==> config.mk <==
export PLATFORM = sky130hd
export DESIGN_NAME = sr_flag_bank_flat
export DESIGN_NICKNAME = d
export VERILOG_FILES = /design/src/rtl/sr_flag_bank_pkg.sv /design/src/rtl/sr_flag_bank_if.sv /design/src/rtl/sr_channel.sv /design/src/rtl/sr_flag_bank.sv /design/src/flat_wrapper.sv
export SDC_FILE = /design/constraint.sdc
export NUM_CORES = 1
export LEC_CHECK = 0
export ABC_AREA = 1
export BUFFER_PORTS_ARGS = -buffer_cell sky130_fd_sc_hd__buf_2
export CAP_MARGIN = 20
export CORE_UTILIZATION = 35
export DETAILED_ROUTE_END_ITERATION = 10
export PLACE_DENSITY = 0.62
export SETUP_SLACK_MARGIN = 0.02
export SYNTH_ARGS = -nofsm -noshare
export SYNTH_HDL_FRONTEND = slang
export SYNTH_SLANG_ARGS = --single-unit
==> constraint.sdc <==
create_clock -name clk -period 1.41 [get_ports clk]
set_input_delay 0.141 -clock clk [delete_from_list [all_inputs] [get_ports clk]]
set_output_delay 0.141 -clock clk [all_outputs]
set_load 0.05 [all_outputs]
==> src/rtl/sr_flag_bank_pkg.sv <==
// Shared types for the SR flag bank: conflict-policy encoding and counter sizing.
package sr_pkg;

    // Policy applied when set and reset requests arrive on the same edge.
    typedef enum logic [1:0] {
        SR_RESET_WINS = 2'd0,
        SR_SET_WINS   = 2'd1,
        SR_HOLD       = 2'd2,
        SR_TOGGLE     = 2'd3
    } sr_mode_t;

    // Lockout counter width; a zero hold time still needs a 1-bit counter.
    function automatic int sr_cnt_w(input int hold);
        return (hold <= 0) ? 1 : $clog2(hold + 1);
    endfunction

endpackage

==> src/rtl/sr_flag_bank_if.sv <==
// Request/response bundle for the SR flag bank.
interface sr_flag_bank_if #(
    parameter int CH = 4,
    parameter int NS = 2
);
    logic [CH*NS-1:0] set_n;
    logic [CH*NS-1:0] rst_flag_n;
    logic             conflict_clr;
    logic [CH-1:0]    q;
    logic [CH-1:0]    q_n;
    logic [CH-1:0]    changed;
    logic [CH-1:0]    locked;
    logic [CH-1:0]    conflict;

    modport master (
        output set_n, rst_flag_n, conflict_clr,
        input  q, q_n, changed, locked, conflict
    );

    modport slave (
        input  set_n, rst_flag_n, conflict_clr,
        output q, q_n, changed, locked, conflict
    );
endinterface

==> src/rtl/sr_channel.sv <==
// One flag: SR state with conflict policy, post-change lockout, change pulse
// and sticky conflict bit.
module sr_channel
    import sr_pkg::*;
#(
    parameter int HOLD_CYC = 3,
    parameter int MODE     = 0,
    parameter bit RST_VAL  = 1'b0
) (
    input  logic clk,
    input  logic rst_n,
    input  logic set_req,
    input  logic clr_req,
    input  logic conflict_clr,
    output logic q,
    output logic q_n,
    output logic changed,
    output logic locked,
    output logic conflict
);
    localparam int            CW      = sr_cnt_w(HOLD_CYC);
    localparam logic [CW-1:0] HOLD_LD = CW'(HOLD_CYC);
    localparam sr_mode_t      MODE_E  = sr_mode_t'(MODE[1:0]);

    logic          q_r;
    logic          nxt;
    logic [CW-1:0] cnt;

    // Requested next state, ignoring lockout.
    always_comb begin
        nxt = q_r;
        if (set_req && clr_req) begin
            case (MODE_E)
                SR_RESET_WINS: nxt = 1'b0;
                SR_SET_WINS:   nxt = 1'b1;
                SR_HOLD:       nxt = q_r;
                SR_TOGGLE:     nxt = ~q_r;
                default:       nxt = q_r;
            endcase
        end else if (set_req) begin
            nxt = 1'b1;
        end else if (clr_req) begin
            nxt = 1'b0;
        end
    end

    // Flag, lockout counter, change pulse and sticky conflict update.
    always_ff @(posedge clk) begin
        if (!rst_n) begin
            q_r      <= RST_VAL;
            cnt      <= '0;
            changed  <= 1'b0;
            conflict <= 1'b0;
        end else begin
            changed <= 1'b0;
            if (cnt != '0) begin
                cnt <= cnt - 1'b1;
            end else if (nxt != q_r) begin
                // Only a real change reloads the lockout and pulses changed.
                q_r     <= nxt;
                cnt     <= HOLD_LD;
                changed <= 1'b1;
            end
            // New conflict outranks a simultaneous clear.
            conflict <= (set_req && clr_req) || (conflict && !conflict_clr);
        end
    end

    assign q      = q_r;
    assign q_n    = ~q_r;
    assign locked = (cnt != '0);

endmodule

==> src/rtl/sr_flag_bank.sv <==
// Bank of CH independent SR flags; slices the request vectors and reduces
// each channel's active-low inputs to a single set/clear request.
module sr_flag_bank
    import sr_pkg::*;
#(
    parameter int CH       = 4,
    parameter int NS       = 2,
    parameter int HOLD_CYC = 3,
    parameter int MODE     = 0,
    parameter bit RST_VAL  = 1'b0
) (
    input logic           clk,
    input logic           rst_n,
    sr_flag_bank_if.slave bus
);
    logic [CH-1:0] q_v;
    logic [CH-1:0] q_n_v;
    logic [CH-1:0] changed_v;
    logic [CH-1:0] locked_v;
    logic [CH-1:0] conflict_v;

    for (genvar c = 0; c < CH; c++) begin : g_ch
        logic set_req;
        logic clr_req;

        // Any low input asserts the request, like a multi-input NAND latch.
        assign set_req = ~&bus.set_n[c*NS +: NS];
        assign clr_req = ~&bus.rst_flag_n[c*NS +: NS];

        sr_channel #(
            .HOLD_CYC (HOLD_CYC),
            .MODE     (MODE),
            .RST_VAL  (RST_VAL)
        ) u_ch (
            .clk          (clk),
            .rst_n        (rst_n),
            .set_req      (set_req),
            .clr_req      (clr_req),
            .conflict_clr (bus.conflict_clr),
            .q            (q_v[c]),
            .q_n          (q_n_v[c]),
            .changed      (changed_v[c]),
            .locked       (locked_v[c]),
            .conflict     (conflict_v[c])
        );
    end

    assign bus.q        = q_v;
    assign bus.q_n      = q_n_v;
    assign bus.changed  = changed_v;
    assign bus.locked   = locked_v;
    assign bus.conflict = conflict_v;

endmodule

==> src/flat_wrapper.sv <==
// flat-port wrapper written by rule: the top's interface ports become plain ports
module sr_flag_bank_flat import sr_pkg::*;
#(
    parameter int CH       = 4,
    parameter int NS       = 2,
    parameter int HOLD_CYC = 3,
    parameter int MODE     = 0,
    parameter bit RST_VAL  = 1'b0
)
  (clk, rst_n, bus_set_n, bus_rst_flag_n, bus_conflict_clr, bus_q, bus_q_n, bus_changed, bus_locked, bus_conflict);
  sr_flag_bank_if #(.CH(CH), .NS(NS)) bus_i ();
  input logic clk;
  input logic rst_n;
  input wire logic [$bits(bus_i.set_n)-1:0] bus_set_n;
  input wire logic [$bits(bus_i.rst_flag_n)-1:0] bus_rst_flag_n;
  input wire logic [$bits(bus_i.conflict_clr)-1:0] bus_conflict_clr;
  output wire logic [$bits(bus_i.q)-1:0] bus_q;
  output wire logic [$bits(bus_i.q_n)-1:0] bus_q_n;
  output wire logic [$bits(bus_i.changed)-1:0] bus_changed;
  output wire logic [$bits(bus_i.locked)-1:0] bus_locked;
  output wire logic [$bits(bus_i.conflict)-1:0] bus_conflict;
  assign bus_i.set_n = bus_set_n;
  assign bus_i.rst_flag_n = bus_rst_flag_n;
  assign bus_i.conflict_clr = bus_conflict_clr;
  assign bus_q = bus_i.q;
  assign bus_q_n = bus_i.q_n;
  assign bus_changed = bus_i.changed;
  assign bus_locked = bus_i.locked;
  assign bus_conflict = bus_i.conflict;
  sr_flag_bank #(.CH(CH), .NS(NS), .HOLD_CYC(HOLD_CYC), .MODE(MODE), .RST_VAL(RST_VAL)) u_core (.clk(clk), .rst_n(rst_n), .bus(bus_i));
endmodule
==> flow_metrics.tcl, run 1 <==
set metrics [dict create \
    status "finished, violations left" \
    violations "DRC" \
    overflow 0 \
    final_hold_viol_count 0 \
    slew_viol_final 0 \
    path_class "reg2out" \
    p_leak_nw 0.663 \
    initial_utilization_pct 38.3 \
    cts_hold_buffers 0 \
    synth.avg_cell_area_um2 7.53 \
    fp-row-count 19 \
    p_per_area_nw_per_um2 2140 \
    ys_seq_area_share_pct 36.7 \
    dp_hpwl_um 1540 \
    drt-initial-drc-count 26 \
    routed_via_density 4.55 \
    critPathLaunchType "flop" \
    setup_tns_ns 0 \
    critPathMaxStageDelay_ns 0.36 \
    clkTransAtPathRegs_ns 0.10 \
    root_buffer "clkbuf_4" \
    drtAntennaViolNets 0 \
    dieWidth_um 57.9 \
    htreeDepth 1 \
    design.portCount 39 \
    worstPathArrival_ns 1.16 \
    cts_sinks 20 \
    fin_area_um2 1230 \
    crit_buf_inv 3 \
    use_met1_pct 14.6 \
    drc 5 \
    cts_made_buffers 3 \
    layout.nets 191 \
    grtUsageTotal_pct 12.5 \
    yosysMostFrequentCell "inv_1" \
    synth_area_leaders "dfxtp_1 37%, buf_4 14%, inv_1 10%, nand2_1 9.3%, a21oi_1 5.5%" \
    die_area_um2 3350 \
    async_flop_share_pct 0 \
    grt_util_met3_pct 2.46 \
    worst_pin_slew_ns 0.315 \
    setup.worst_path.end_class "primary output" \
    syn-cell-area_um2 1090 \
    cts_tree "done" \
    drive_above_1_share_pct 36.7 \
    routed_wl_um 1920 \
    wl_per_cell_um 9.73 \
    slew_headroom_pct 79.0 \
    setup_violations 0 \
    synth_common_cells "29 x inv_1, 27 x nand2_1, 20 x buf_4, 20 x dfxtp_1, 12 x a21oi_1" \
    critPathSlowestCell "dfxtp_1" \
    port-buffer-count 38 \
    grt_pass1_wl_um 3240 \
    clock_skew_ns 0.000743 \
    gp_congestion 0.779 \
    cp.required_ns 1.27 \
    peakVddDrop_mv 0.874 \
    synth_seq_cells 20 \
    critical_path.cell_chain "inv_1 -> ha_2 -> inv_2 -> buf_6" \
    cp_max_fo 5 \
    grt_pass1_vias 843 \
    syn-num-nets 168 \
    timing.final.crit_share_pct 92.0 \
    crit_family "flip-flops" \
    grt_start_max_net_pins 17 \
    rsz0062_at_grt "false" \
    max-clock-path-buffers 2 \
    fmax_mhz 771 \
    synth_cells 145 \
    top_usage_layer "met2" \
    synth_ff_type "dfxtp_1" \
    hold_path_class "in2reg" \
    drv_cap 0 \
    die_h_um 57.9 \
    drt_first_pass_iters 7 \
    n_antenna_cell 0 \
    synth_top_area_share_pct 36.7 \
    use_met2_pct 22.2 \
    synth.distinct_cells 16 \
    syn_to_final_growth_pct 12.7 \
    synth-edff-count 0 \
    core_um2 2850 \
    clk-insertion-delay-late_ns 0.28 \
    synth_top_cell_by_area "dfxtp_1" \
    yosys_warnings 0 \
    period_minus_slack_ns 1.30 \
    antenna_found_initial 0 \
    place_area_um2 1160 \
    vias 896 \
]
## layer usage
layer  vias up  share of wire, %
li1        481                 -
met2        27                47
met4         0              0.83
met3         2               6.4
met5         -                 0
met1       386                45
## final timing paths
kind                                                         startpoint                                       to  slack (ns)  cells after the start
worst max-delay path            u_core.g_ch[2].u_ch.cnt[0]$_SDFFE_PN0P_                            bus_locked[2]        0.11                      4
worst min-delay path                                              rst_n  u_core.g_ch[0].u_ch.cnt[1]$_SDFFE_PN0P_        0.13                      3
worst max register to register  u_core.g_ch[1].u_ch.cnt[0]$_SDFFE_PN0P_   u_core.g_ch[1].u_ch.changed$_SDFF_PP0_        0.37                      5
worst min register to register  u_core.g_ch[1].u_ch.conflict$_SDFF_PN0_  u_core.g_ch[1].u_ch.conflict$_SDFF_PN0_        0.47                      2
## metrics by stage
| step | hold slack (ns) | instances | total power, mW | utilization [%] | worst slack, ns |
|---|---|---|---|---|---|
| final | 0.127 | 197 | 2.64 | 43.2 | 0.112 |
| after CTS | 0.114 | 196 | 2.59 | 42.3 | 0.00584 |
| after global routing | 0.110 | 197 | 2.85 | 43.2 | 0.0382 |
| after detailed placement | 0.438 | 193 | 2.20 | 40.7 | 0.267 |
| after floorplan | 0.262 | 145 | 2.13 | - | 0.373 |
| after global placement | 0.438 | 193 | 2.16 | 40.7 | 0.289 |
## where the power goes
part           internal, mW  leakage, nW  total [mW]  switching (mW)
Sequential            0.722        0.166       0.796          0.0736
Clock                0.0991       0.0138       0.258           0.159
Combinational         0.530        0.483        1.58            1.05
Total                  1.35        0.663        2.64            1.28
## final cells by class
class	instances	area, µm²
Sequential cell	20	403
Fill cell	318	1620
Multi-Input combinational cell	74	428
Timing Repair Buffer	39	226
Inverter	30	113
Clock buffer	3	22.5
Tap cell	31	38.8
## worst reg2reg max path, stage by stage (launching register included)
cell	delay (ns)
dfxtp_2	0.34
inv_1	0.05
ha_2	0.20
inv_2	0.06
buf_4	0.13
a211oi_2	0.18
## kinds of logic (layout without fill, tap and decap cells)
kind of cell,Yosys count,in the layout,synth area share (%)
and+or+nand+nor,46,46,19.5
DFF,20,20,36.7
adders and majority gates,4,4,4.58
AOI/OAI and AO/OA,24,24,14.2
buffers and inverters,51,72,25.1
## layout by cell type (no fill, tap or decap), drive strengths merged
| cell type | synthesis | layout |
|---|---|---|
| nand4 | 4 | 4 |
| clkbuf | 0 | 3 |
| dfxtp | 20 | 20 |
| inv | 30 | 30 |
| o21ai | 6 | 6 |
| a21oi | 12 | 12 |
| a211oi | 6 | 6 |
| nand3 | 10 | 10 |
| nand2 | 28 | 28 |
| buf | 21 | 39 |
| nor2 | 4 | 4 |
| ha | 4 | 4 |
## state kept, by name, summed over array words and instances (netlist names)
signal	flops
u_core.g_ch.u_ch.q	4
u_core.g_ch.u_ch.changed	4
u_core.g_ch.u_ch.conflict	4
u_core.g_ch.u_ch.cnt	8
## repair_timing
item	CTS	global route
gates resized for setup	11	8
pin swaps	0	0
setup endpoints to repair	4	4
setup buffers	0	1
(Power assumes the default switching activity.)
==> run 2: changes to the inputs <==
ABC_AREA = unset   (was 1)
PLACE_DENSITY = 0.61   (was 0.62)
==> run 2 against run 1 <==
- the flow now finishes without violations
- synthesized cell count is 16% lower
- clock-buffer cell count is 1 higher
- register-to-register slack worse by 0.03 ns
- area after synthesis is 3.0% higher
- critical endpoint is now bus_locked[0]
==> flow_metrics.tcl, run 2 <==
set metrics [dict create \
    slew_headroom_pct 65.5 \
    fp-row-count 20 \
    seq_area_um2 400 \
    period_minus_slack_ns 1.32 \
    max-clock-path-buffers 2 \
    drc 0 \
    grtUsageTotal_pct 12.7 \
    final_hold_viol_count 0 \
    path_class "reg2out" \
    drive_above_1_share_pct 49.0 \
    syn_to_final_growth_pct 16.1 \
    rsz0062_at_grt "true" \
    setup_violations 0 \
    synth_cells 122 \
    final_cells 187 \
    drt_first_pass_iters 4 \
    vias 874 \
    initial_utilization_pct 36.8 \
    p_sw_mw 1.43 \
    hold_end "u_core.g_ch[2].u_ch.cnt[0]$_SDFFE_PN0P_" \
    synth_compound_area_share_pct 20.9 \
    synth_common_cells "20 x buf_4, 20 x dfxtp_1, 13 x inv_1, 12 x nand2_2" \
    synth_top_family_by_area "compound AO/OA/AOI/OAI gates" \
    design.portCount 39 \
    overflow 0 \
    synth.distinct_cells 16 \
    grt_pass1_wl_um 3380 \
    grt_start_max_net_pins 17 \
    clock_skew_ns 0.00876 \
    gp_congestion 0.705 \
    worst_pin_slew_ns 0.517 \
    synth_xor_area_share_pct 0 \
    hold_path_class "in2reg" \
    cts_made_buffers 3 \
    htreeDepth 1 \
    dieWidth_um 58.7 \
    min-delay-start "rst_n" \
    setup.worst_path.end_class "primary output" \
    synth_seq_cells 20 \
    yosys.area_share.simple_pct 19.6 \
    r2r_start "u_core.g_ch[2].u_ch.cnt[0]$_SDFFE_PN0P_" \
    p_leak_nw 0.553 \
    synth-edff-count 0 \
    async_flop_share_pct 0 \
    cts_sinks 20 \
    syn-cell-area_um2 1120 \
    top_register "u_core.g_ch.u_ch.cnt" \
    dp.cells 183 \
    die_h_um 58.7 \
    n_antenna_cell 0 \
    p_comb_share_pct 60.7 \
    cts_tree "done" \
    place_area_um2 1210 \
    cp_max_fo 7 \
    dp_hpwl_um 1630 \
    num-fill-cells 323 \
    synth_area_leaders "dfxtp_1 36%, buf_4 13%, nand4_4 7.6%, nand2_2 6.7%, a41oi_1 6.2%" \
    routed_wl_um 2060 \
    timing.final.crit_share_pct 93.6 \
    ys_seq_area_share_pct 35.6 \
    reg2reg_depth 4 \
    largest_register_ffs 8 \
    p_total_mw 2.90 \
    root_buffer "clkbuf_4" \
    final_common_cell "buf_2" \
    peakVddDrop_mv 0.469 \
    cp.required_ns 1.27 \
    routed_via_density 4.67 \
    clk-insertion-delay-late_ns 0.30 \
    synth_top_area_share_pct 35.6 \
    synth_ff_type "dfxtp_1" \
    synth_top_cell_by_area "dfxtp_1" \
    grt_pass1_vias 856 \
    drt-initial-drc-count 17 \
    seqPwrFrac_pct 27.7 \
    synthAdderAreaFrac_pct 4.45 \
    worstPathArrival_ns 1.18 \
    slew_viol_final 0 \
    multi_input_area_um2 536 \
    clkTransAtPathRegs_ns 0.12 \
    post_cts_buffers 0 \
    die_area_um2 3440 \
    wl_per_cell_um 11.0 \
    antenna_found_initial 0 \
    p_per_area_nw_per_um2 2220 \
    core_um2 3050 \
    drv_cap 0 \
    r2r_slack_ns 0.34 \
    hold_depth 3 \
    fin_area_um2 1310 \
    drtAntennaViolNets 0 \
    yosys_warnings 0 \
    layout.nets 167 \
    status "finished clean" \
    syn-num-nets 145 \
    synth.area.mux_share_pct 0 \
    synth.avg_cell_area_um2 9.22 \
    critPathLaunchType "flop" \
    p_clk_share_pct 11.6 \
    r2r_end "u_core.g_ch[2].u_ch.cnt[1]$_SDFFE_PN0P_" \
    layout_common_cells "34 x buf_2, 20 x dfxtp_1, 13 x inv_1, 12 x nand2_2" \
    port-buffer-count 38 \
    setup_tns_ns 0 \
    intPower_mw 1.47 \
    fmax_mhz 758 \
    cts_hold_buffers 0 \
    p_sw_share_pct 49.2 \
]
## run 2: through the flow
step                hold slack, ns  setup slack, ns  utilization [%]
global route                 0.137           0.0148             42.8
CTS                          0.129           0.0224             42.0
global placement             0.458            0.311             39.8
floorplan                    0.283            0.421                -
detailed placement           0.462            0.280             39.8
finish                       0.133           0.0900             42.8
## run 2: worst max path at each step
| stage | from | endpoint | slack, ns | depth (start not counted) |
|---|---|---|---|---|
| floorplan | u_core.g_ch[0].u_ch.cnt[0]$_SDFFE_PN0P_ | bus_locked[0] | 0.42 | 4 |
| global placement | u_core.g_ch[3].u_ch.cnt[0]$_SDFFE_PN0P_ | bus_locked[3] | 0.31 | 4 |
| detailed placement | u_core.g_ch[3].u_ch.cnt[0]$_SDFFE_PN0P_ | bus_locked[3] | 0.28 | 4 |
| CTS | u_core.g_ch[1].u_ch.cnt[0]$_SDFFE_PN0P_ | bus_locked[1] | 0.02 | 4 |
| global route | u_core.g_ch[2].u_ch.cnt[0]$_SDFFE_PN0P_ | bus_locked[2] | 0.01 | 4 |
| finish | u_core.g_ch[0].u_ch.cnt[0]$_SDFFE_PN0P_ | bus_locked[0] | 0.09 | 4 |
## run 2: area by class of cell
cell class / instances / area share [%]
Multi-Input combinational cell: 64 / 41.0
Sequential cell: 20 / 30.7
Timing Repair Buffer: 38 / 16.5
Inverter: 17 / 4.89
Tap cell: 44 / 4.21
Clock buffer: 4 / 2.78
## run 2: cell families after synthesis
group	Yosys count
and+or+nand+nor	28
adders and majority gates	4
buffers and inverters	38
DFF	20
AOI/OAI and AO/OA	32
## run 2: layer usage
| layer | GRT usage [%] | routed length (µm) | up-vias |
|---|---|---|---|
| li1 | - | - | 445 |
| met1 | 14.0 | 927 | 403 |
| met2 | 22.5 | 997 | 22 |
| met3 | 1.98 | 94 | 4 |
| met4 | 8.50 | 42 | 0 |
| met5 | 0 | 0 | - |
## run 2: critical path: stages, from the launching register on
cell	delay (ns)
dfxtp_1	0.32
inv_1	0.08
ha_2	0.24
inv_1	0.08
buf_6	0.15
## run 2: power by group through the flow
stage               combinational (mW)  sequential, mW  clock (mW)
CTS                               1.68           0.803       0.355
global placement                  1.51           0.815           0
floorplan                         1.49           0.805           0
detailed placement                1.57           0.817           0
global route                      1.89           0.821       0.369
finish                            1.76           0.802       0.337
## run 2: what timing repair did
item                       4_1_cts  5_1_grt
setup endpoints to repair        4        3
gates cloned                     0        0
resized for setup               10        4
==> run 3: changes to the inputs <==
ABC_CLOCK_PERIOD_IN_PS = 1410   (was unset)
REMOVE_ABC_BUFFERS = 1   (was unset)
==> run 3 against run 2 <==
- clock-buffer cell count fell by 1
- first-iteration DRC count decreased by 5.9%
- sequential share of layout area decreased by 0.99 points
- via count grew 1.5%
- hold slack worse by 0.0035 ns
- core utilization up 1.4 points
==> flow_metrics.tcl, run 3 (synthesized netlist as in run 2, its figures left out) <==
set metrics [dict create \
    seqPwrFrac_pct 26.3 \
    critPathSlowestCell "dfxtp_1" \
    drive_above_1_share_pct 49.7 \
    largest_register_ffs 8 \
    cp.required_ns 1.27 \
    hold_depth 3 \
    cts_made_buffers 3 \
    num-fill-cells 318 \
    vias 887 \
    intPower_mw 1.63 \
    drt-initial-drc-count 16 \
    p_sw_share_pct 47.0 \
    syn_to_final_growth_pct 20.0 \
    overflow 0 \
    rsz0062_at_grt "false" \
    setup_violations 0 \
    dieWidth_um 58.7 \
    core_um2 3050 \
    top_register "u_core.g_ch.u_ch.cnt" \
    die_area_um2 3440 \
    drc 0 \
    antenna_found_initial 0 \
    grt_pass1_vias 813 \
    p_sw_mw 1.45 \
    die_h_um 58.7 \
    wl_per_cell_um 11.3 \
    routed_via_density 4.69 \
    max-clock-path-buffers 2 \
    fmax_mhz 762 \
    critPathMaxStageDelay_ns 0.34 \
    clkTransAtPathRegs_ns 0.12 \
    p_per_area_nw_per_um2 2280 \
    drt_first_pass_iters 4 \
    fp-row-count 20 \
    p_clk_share_pct 15.2 \
    hold_path_class "in2reg" \
    routed_wl_um 2140 \
    cts_sinks 20 \
    p_comb_share_pct 58.6 \
    hold_slack_ns 0.130 \
    setup_tns_ns 0 \
    drtAntennaViolNets 0 \
    critical_path.cell_chain "inv_1 -> ha_4 -> inv_1 -> buf_4" \
    cp_max_fo 7 \
    setup.worst_path.end_class "primary output" \
    crit_top_cell "inv_1" \
    worst_pin_slew_ns 0.252 \
    status "finished clean" \
    worstPathArrival_ns 1.17 \
    htreeDepth 1 \
    n_antenna_cell 0 \
    layout.nets 169 \
    clock_skew_ns 0.0144 \
    clk-insertion-delay-late_ns 0.31 \
    port-buffer-count 38 \
    root_buffer "clkbuf_4" \
    slew_viol_final 0 \
    place_ws_ns 0.296 \
    seq_area_um2 400 \
    post-route-util_pct 44.2 \
    peakVddDrop_mv 0.688 \
    gp_congestion 0.704 \
    slew_headroom_pct 83.1 \
    layout_common_cells "34 x buf_2, 20 x dfxtp_1, 13 x inv_1, 12 x nand2_2" \
    grt_pass1_wl_um 3480 \
    timing.final.crit_share_pct 93.1 \
    grtUsageTotal_pct 13.5 \
    multi_input_area_um2 556 \
    path_class "reg2out" \
    final_hold_viol_count 0 \
    design.portCount 39 \
    initial_utilization_pct 36.8 \
    grt_start_max_net_pins 13 \
    cts_tree "done" \
    final_common_cell "buf_2" \
    p_leak_nw 0.571 \
    setup_ws_ns 0.0975 \
    reg2reg_depth 4 \
    dp_hpwl_um 1660 \
    drv_cap 0 \
    period_minus_slack_ns 1.31 \
    critPathLaunchType "flop" \
]
run 3: cell type report:
type / instances / share of cell area, %
flip-flops and latches: 20 / 29.7
multi-input cells: 64 / 41.1
well taps: 44 / 4.08
repair buffers: 40 / 16.5
clock inverters: 1 / 2.22
inverters: 17 / 4.73
clock buffers: 3 / 1.67
run 3: metal layers:
layer / vias to the layer above / track usage (%) / share of wire (%)
met4: 0 / 9.52 / 2.6
met1: 408 / 15.7 / 43
met3: 6 / 2.86 / 4.0
li1: 449 / - / -
met5: - / 0 / 0
met2: 24 / 22.2 / 50
run 3: worst paths after layout:
check | endpoint | startpoint | slack, ns
max | bus_locked[2] | u_core.g_ch[2].u_ch.cnt[0]$_SDFFE_PN0P_ | 0.1
min | u_core.g_ch[0].u_ch.cnt[0]$_SDFFE_PN0P_ | rst_n | 0.13
max reg2reg | u_core.g_ch[2].u_ch.q$_SDFFE_PN0P_ | u_core.g_ch[2].u_ch.cnt[0]$_SDFFE_PN0P_ | 0.35
min reg2reg | u_core.g_ch[3].u_ch.changed$_SDFF_PP0_ | u_core.g_ch[3].u_ch.q$_SDFFE_PN0P_ | 0.56
run 3: what timing repair did:
item,in CTS,in global routing
hold buffers,0,0
gates resized for setup,10,4
hold endpoints to repair,0,0
gates cloned,0,0
buffers inserted,0,0
setup endpoints to repair,4,4
run 3: power groups by stage:
stage,Combinational (mW),Clock [mW],Sequential [mW]
4_1_cts,1.67,0.483,0.808
3_5_place_dp,1.56,0,0.820
2_1_floorplan,1.02,0,1.04
6_report,1.80,0.468,0.808
3_3_place_gp,1.52,0,0.813
5_1_grt,1.94,0.508,0.823
run 3: through the flow:
step	std cells	area, µm²	power (mW)
global placement	185	1230	2.33
global route	189	1350	3.27
CTS	189	1310	2.96
finish	189	1350	3.08
detailed placement	185	1230	2.38
floorplan	101	970	2.05
run 3: critical path, delay by kind of cell (launching register included):
kind                     cells  cell delay (ns)
adder cells (fa/ha/maj)      1             0.19
buffers and inverters        3             0.34
flip-flops                   1             0.34
